--- src/rtl/msg_pkg.sv ---
// Shared types and helpers for the message output buffer.
package msg_pkg;

  localparam int MSG_BYTES = 32;

  typedef logic [8*MSG_BYTES-1:0] msg_t;

  typedef enum logic {
    EMPTY = 1'b0,
    HAVE  = 1'b1
  } out_state_t;

  // Saturating increment of a counter that is w bits wide, carried in 32 bits.
  function automatic logic [31:0] sat_inc(input logic [31:0] v, input int unsigned w);
    logic [31:0] max_val;
    max_val = (w >= 32) ? 32'hFFFF_FFFF : ((32'd1 << w) - 32'd1);
    return (v >= max_val) ? v : v + 32'd1;
  endfunction

endpackage

--- src/rtl/msg_fifo_mem.sv ---
// DEPTH x WIDTH register array: one synchronous write port, asynchronous read index.
module msg_fifo_mem #(
  parameter int WIDTH = 256,
  parameter int DEPTH = 4,
  localparam int AW   = $clog2(DEPTH)
) (
  input  logic             clk,
  input  logic             we,
  input  logic [AW-1:0]    waddr,
  input  logic [WIDTH-1:0] wdata,
  input  logic [AW-1:0]    raddr,
  output logic [WIDTH-1:0] rdata
);

  logic [WIDTH-1:0] mem [DEPTH];

  // Contents are intentionally left unreset; validity is tracked by the pointers.
  always_ff @(posedge clk) begin
    if (we) mem[waddr] <= wdata;
  end

  assign rdata = mem[raddr];

endmodule

--- src/rtl/msg_out_buffer.sv ---
// Output FIFO after the message controller with valid/ready re-presentation and drop accounting.
// Optional statistics counters are compiled in with MSG_OUT_BUFFER_STATS_EN.
module msg_out_buffer
  import msg_pkg::*;
#(
  parameter int MAX_MSG_BYTES = 32,
  parameter int DEPTH         = 4,
  parameter int CNT_WIDTH     = 16,
  localparam int W            = 8*MAX_MSG_BYTES,
  localparam int AW           = $clog2(DEPTH),
  localparam int PW           = AW + 1
) (
  input  logic          clk,
  input  logic          rst,
  input  logic [W-1:0]  msg_data,
  input  logic          msg_valid,
  input  logic          msg_error,
  output logic          m_tvalid,
  input  logic          m_tready,
  output logic [W-1:0]  m_tdata,
  output logic [PW-1:0] fill_level,
  output logic          overflow,
  input  logic          overflow_clr
`ifdef MSG_OUT_BUFFER_STATS_EN
  ,
  output logic [CNT_WIDTH-1:0] msg_count,
  output logic [CNT_WIDTH-1:0] err_count,
  output logic [CNT_WIDTH-1:0] drop_count
`endif
);

  logic [PW-1:0] wr_ptr, rd_ptr;
  logic          empty, full;
  logic          wr_req, rd_fire, wr_acc, drop;
  logic [W-1:0]  rd_data;
  out_state_t    state_q, state_d;

  assign empty      = (wr_ptr == rd_ptr);
  assign full       = (wr_ptr[AW-1:0] == rd_ptr[AW-1:0]) && (wr_ptr[AW] != rd_ptr[AW]);
  assign wr_req     = msg_valid && !msg_error;
  assign rd_fire    = m_tvalid && m_tready;
  assign wr_acc     = wr_req && (!full || rd_fire);
  assign drop       = wr_req && full && !rd_fire;
  assign fill_level = wr_ptr - rd_ptr;

  msg_fifo_mem #(
    .WIDTH (W),
    .DEPTH (DEPTH)
  ) u_mem (
    .clk   (clk),
    .we    (wr_acc),
    .waddr (wr_ptr[AW-1:0]),
    .wdata (msg_data),
    .raddr (rd_ptr[AW-1:0]),
    .rdata (rd_data)
  );

  always_ff @(posedge clk) begin
    if (rst) begin
      wr_ptr   <= '0;
      rd_ptr   <= '0;
      overflow <= 1'b0;
      state_q  <= EMPTY;
    end else begin
      state_q <= state_d;
      if (wr_acc)  wr_ptr <= wr_ptr + 1'b1;
      if (rd_fire) rd_ptr <= rd_ptr + 1'b1;
      // A drop in the same cycle as a clear must still be reported.
      if (drop)              overflow <= 1'b1;
      else if (overflow_clr) overflow <= 1'b0;
    end
  end

  always_comb begin
    state_d = state_q;
    case (state_q)
      EMPTY: if (wr_acc) state_d = HAVE;
      HAVE:  if (rd_fire && (fill_level == PW'(1)) && !wr_acc) state_d = EMPTY;
      default: state_d = EMPTY;
    endcase
  end

  assign m_tvalid = (state_q == HAVE);
  // Unreset storage must not leak onto the bus while nothing is held.
  assign m_tdata  = m_tvalid ? rd_data : '0;

  a_state_matches_ptrs: assert property (@(posedge clk) disable iff (rst) m_tvalid == !empty);

`ifdef MSG_OUT_BUFFER_STATS_EN
  always_ff @(posedge clk) begin
    if (rst) begin
      msg_count  <= '0;
      err_count  <= '0;
      drop_count <= '0;
    end else begin
      if (wr_acc)    msg_count <= CNT_WIDTH'(sat_inc(32'(msg_count), CNT_WIDTH));
      if (msg_error) err_count <= CNT_WIDTH'(sat_inc(32'(err_count), CNT_WIDTH));
      if (drop)
        drop_count <= CNT_WIDTH'(sat_inc(overflow_clr ? 32'd0 : 32'(drop_count), CNT_WIDTH));
      else if (overflow_clr)
        drop_count <= '0;
    end
  end
`endif

endmodule

--- config.mk ---
export PLATFORM = sky130hd
export DESIGN_NAME = msg_out_buffer
export DESIGN_NICKNAME = d
export VERILOG_FILES = /design/src/rtl/msg_pkg.sv /design/src/rtl/msg_fifo_mem.sv /design/src/rtl/msg_out_buffer.sv
export SDC_FILE = /design/constraint.sdc
export NUM_CORES = 1
export LEC_CHECK = 0
export BUFFER_PORTS_ARGS = -buffer_cell sky130_fd_sc_hd__clkbuf_2
export CAP_MARGIN = 25
export CORE_ASPECT_RATIO = 2
export CORE_MARGIN = 2
export CORE_UTILIZATION = 50
export CTS_BUF_LIST = sky130_fd_sc_hd__clkbuf_16
export CTS_CLUSTER_SIZE = 40
export DETAILED_ROUTE_END_ITERATION = 10
export HOLD_SLACK_MARGIN = 0.15
export PLACE_DENSITY_LB_ADDON = 0.05
export SYNTH_ARGS = -nofsm -noshare
export SYNTH_HDL_FRONTEND = slang
export SYNTH_SLANG_ARGS = --single-unit
--- constraint.sdc ---
create_clock -name clk -period 31.4 [get_ports clk]
set_input_delay 0 -clock clk [delete_from_list [all_inputs] [get_ports clk]]
set_output_delay 0 -clock clk [all_outputs]
set_load 0.05 [all_outputs]
==> results.py <==
metrics = {
    "cts": {
        "clockBufferDepth": 3,
        "htreeDepth": 3,
        "post_cts_resized": 0,
        "clock_latency_ns": 0.67,
        "clkSinkCount": 1034,
        "cts_made_buffers": 90,
        "cts_tree": "done",
        "cts_root_buf": "clkbuf_16",
        "path_clk_slew_ns": 0.07,
    },
    "status": {
        "status": "completed",
    },
    "global_route": {
        "grt_max_degree": 162,
        "grt_usage_pct": 22.1,
        "grt_pass1_wl_um": 136000,
        "grt_pass1_vias": 23000,
        "overflow": 0,
        "antenna_found_initial": 13,
    },
    "floorplan": {
        "dieWidth_um": 203,
        "row_count": 145,
        "die_area_mm2": 0.0813,
        "die-height_um": 401,
        "io_pins": 523,
        "fp.coreArea_mm2": 0.0782,
        "initial_utilization_pct": 50.5,
    },
    "timing": {
        "fin_skew_ns": 0.0229,
        "finalSetupTns_ns": 0,
        "fmax_ghz": 0.227,
        "rsz0062_at_grt": "false",
        "finalCritPeriodShare_pct": 14.0,
        "maxSlewHeadroom_pct": 23.2,
        "hold_viol_final": 0,
        "maxSlewViolCount": 0,
        "worstMarginPinSlew_ns": 1.15,
        "finalCriticalPeriod_ns": 4.41,
        "setup_viol": 0,
    },
    "critical_path": {
        "crit_top_cell": "buf_4",
        "end_kind": "flip-flop",
        "rrSetupSlack_ns": 26.99,
        "path_buf_inv": 2,
        "max_stage_delay_ns": 0.93,
        "cp-start-kind": "flip-flop",
        "critPathMaxFanout": 88,
        "cp_top_family": "buffers and inverters",
        "cp_cell_sequence": "nand2_1 > a31oi_1 > and2_4 > buf_4 > buf_4",
        "crit_type": "reg2reg",
        "worst_ep_required_time_ns": 31.67,
        "slowest_stage": "buf_4",
        "arrival_ns": 4.68,
    },
    "pwr": {
        "peakVddDrop_mv": 0.0513,
        "powerDensity_mw_per_mm2": 57.8,
        "p_total_mw": 2.96,
        "p_leak_nw": 17.8,
    },
    "yosys": {
        "ys_types": 29,
        "netlist_instances": 1682,
        "syn_nets": 1952,
        "yosys_warnings": 0,
        "avgSynthCellArea_um2": 23.5,
        "ys_ff_latch": 1034,
        "synth_area_mm2": 0.0395,
        "ys_seq_area_share_pct": 78.4,
    },
    "layout": {
        "multi_input_area_mm2": 0.00773,
        "area_growth_pct": 29.8,
        "fillers": 5418,
        "final_cell_mix": "1024 x edfxtp_1, 522 x clkbuf_2, 520 x dlygate4sd3_1",
        "fin_cells": 3865,
        "layout-drive-gt1-share_pct": 33.4,
        "stdcell_area_mm2": 0.0512,
        "nNetsFinal": 3028,
        "layout_commonest_cell": "edfxtp_1",
        "seq_area_mm2": 0.0310,
    },
    "drt": {
        "wire_per_inst_um": 22.8,
        "vias": 20500,
        "dr.pass1.iters": 5,
        "vias_per_cell": 5.32,
        "wl_um": 87900,
        "final_antenna_net_count": 0,
        "drt_iter0_drc": 1413,
        "drc": 0,
    },
    "placement": {
        "place_area_mm2": 0.0428,
        "dp_cells": 3168,
        "post-dp-hpwl_um": 50000,
        "port-buffer-count": 522,
        "place_congestion": 0.747,
    },
    "min_path": {
        "min_path_type": "in2reg",
    },
    "flow_run": {
        "max-cap-violations": 0,
    },
}
cell usage after synthesis:
cell / instances / area (um^2)
edfxtp_1: 1024 / 30700
and2_1: 260 / 1630
mux4_2: 256 / 5770
clkbuf_1: 31 / 116
buf_2: 25 / 125
buf_12: 22 / 440
dfxtp_1: 10 / 200
ha_1: 7 / 87.6
inv_1: 7 / 26.3
nor2_1: 6 / 22.5
buf_8: 5 / 75.1
nand2_1: 5 / 18.8
xor2_1: 3 / 26.3
a21oi_1: 2 / 10.0
mux2_2: 2 / 22.5
nand2b_1: 2 / 12.5
nand3_1: 2 / 10.0
nor2b_1: 2 / 12.5
a311oi_1: 1 / 8.76
a31oi_1: 1 / 6.26
buf_1: 1 / 3.75
buf_4: 1 / 7.51
buf_6: 1 / 11.3
fa_1: 1 / 20.0
mux2i_1: 1 / 10.0
nand4_1: 1 / 6.26
o21a_1: 1 / 7.51
o31a_1: 1 / 8.76
xor3_1: 1 / 23.8
cells by family (layout without fill, tap and decap cells):
family                   count (synthesis)  count (layout)  share of synthesized area, %
multiplexers                           259             259                          14.7
AO/OA/AOI/OAI                            6               6                         0.105
buffers and inverters                   93            1241                          2.04
adder cells (fa/ha/maj)                  8               8                         0.273
flip-flops                            1034            1034                          78.4
other                                    0               6                             0
AND/OR/NAND/NOR                        278             278                          4.33
XOR/XNOR                                 4               4                         0.127
state kept, by name, summed over array words and instances (netlist names), named ones only:
name / flops
m_tvalid: 1
overflow: 1
rd_ptr: 3
u_mem.mem: 1024
wr_ptr: 3
metrics by stage:
step | utilization [%] | hold slack, ns | worst slack, ns
4_1_cts | 65.3 | 0.151 | 26.77
6_report | 65.5 | 0.196 | 26.99
5_1_grt | 65.5 | 0.165 | 26.58
3_5_place_dp | 54.8 | 0.220 | 26.79
3_3_place_gp | 54.8 | 0.211 | 26.83
2_1_floorplan | - | 0.0989 | 7.47
routing by layer:
layer  track usage, %  share of wire (%)  vias up
met1             28.4                 40    10600
met4             6.63                2.4       14
met2             36.7                 50      726
li1                 -                  -     9062
met5                0              0.088        -
met3             6.53                8.2      128
what timing repair did:
action / CTS / global route
setup buffers: 0 / 0
endpoints found under the hold margin: 1048 / 0
hold buffers: 520 / 0
final timing paths:
| path | from | cells after the start | to |
|---|---|---|---|
| setup reg to reg | m_tvalid$_SDFF_PP0_ | 5 | u_mem.mem[2][85]$_DFFE_PP_ |
| setup / recovery | m_tvalid$_SDFF_PP0_ | 5 | u_mem.mem[2][85]$_DFFE_PP_ |
| hold reg to reg | wr_ptr[1]$_SDFFE_PP0P_ | 2 | wr_ptr[1]$_SDFFE_PP0P_ |
| hold / removal | msg_data[157] | 2 | u_mem.mem[0][157]$_DFFE_PP_ |
power by group:
| part | internal [mW] | switching (mW) | total [mW] |
|---|---|---|---|
| Clock | 0.652 | 0.484 | 1.14 |
| Sequential | 1.55 | 0.0101 | 1.56 |
| Combinational | 0.115 | 0.151 | 0.265 |
area by class of cell:
| class | count | area share [%] |
|---|---|---|
| Antenna cell | 6 | 0.0293 |
| Clock buffer | 93 | 4.54 |
| Inverter | 7 | 0.0513 |
| Multi-Input combinational cell | 555 | 15.1 |
| Tap cell | 1029 | 2.51 |
| Sequential cell | 1034 | 60.4 |
| Timing Repair Buffer | 1070 | 16.0 |
| Clock inverter | 71 | 1.35 |
(Power assumes the default switching activity.)
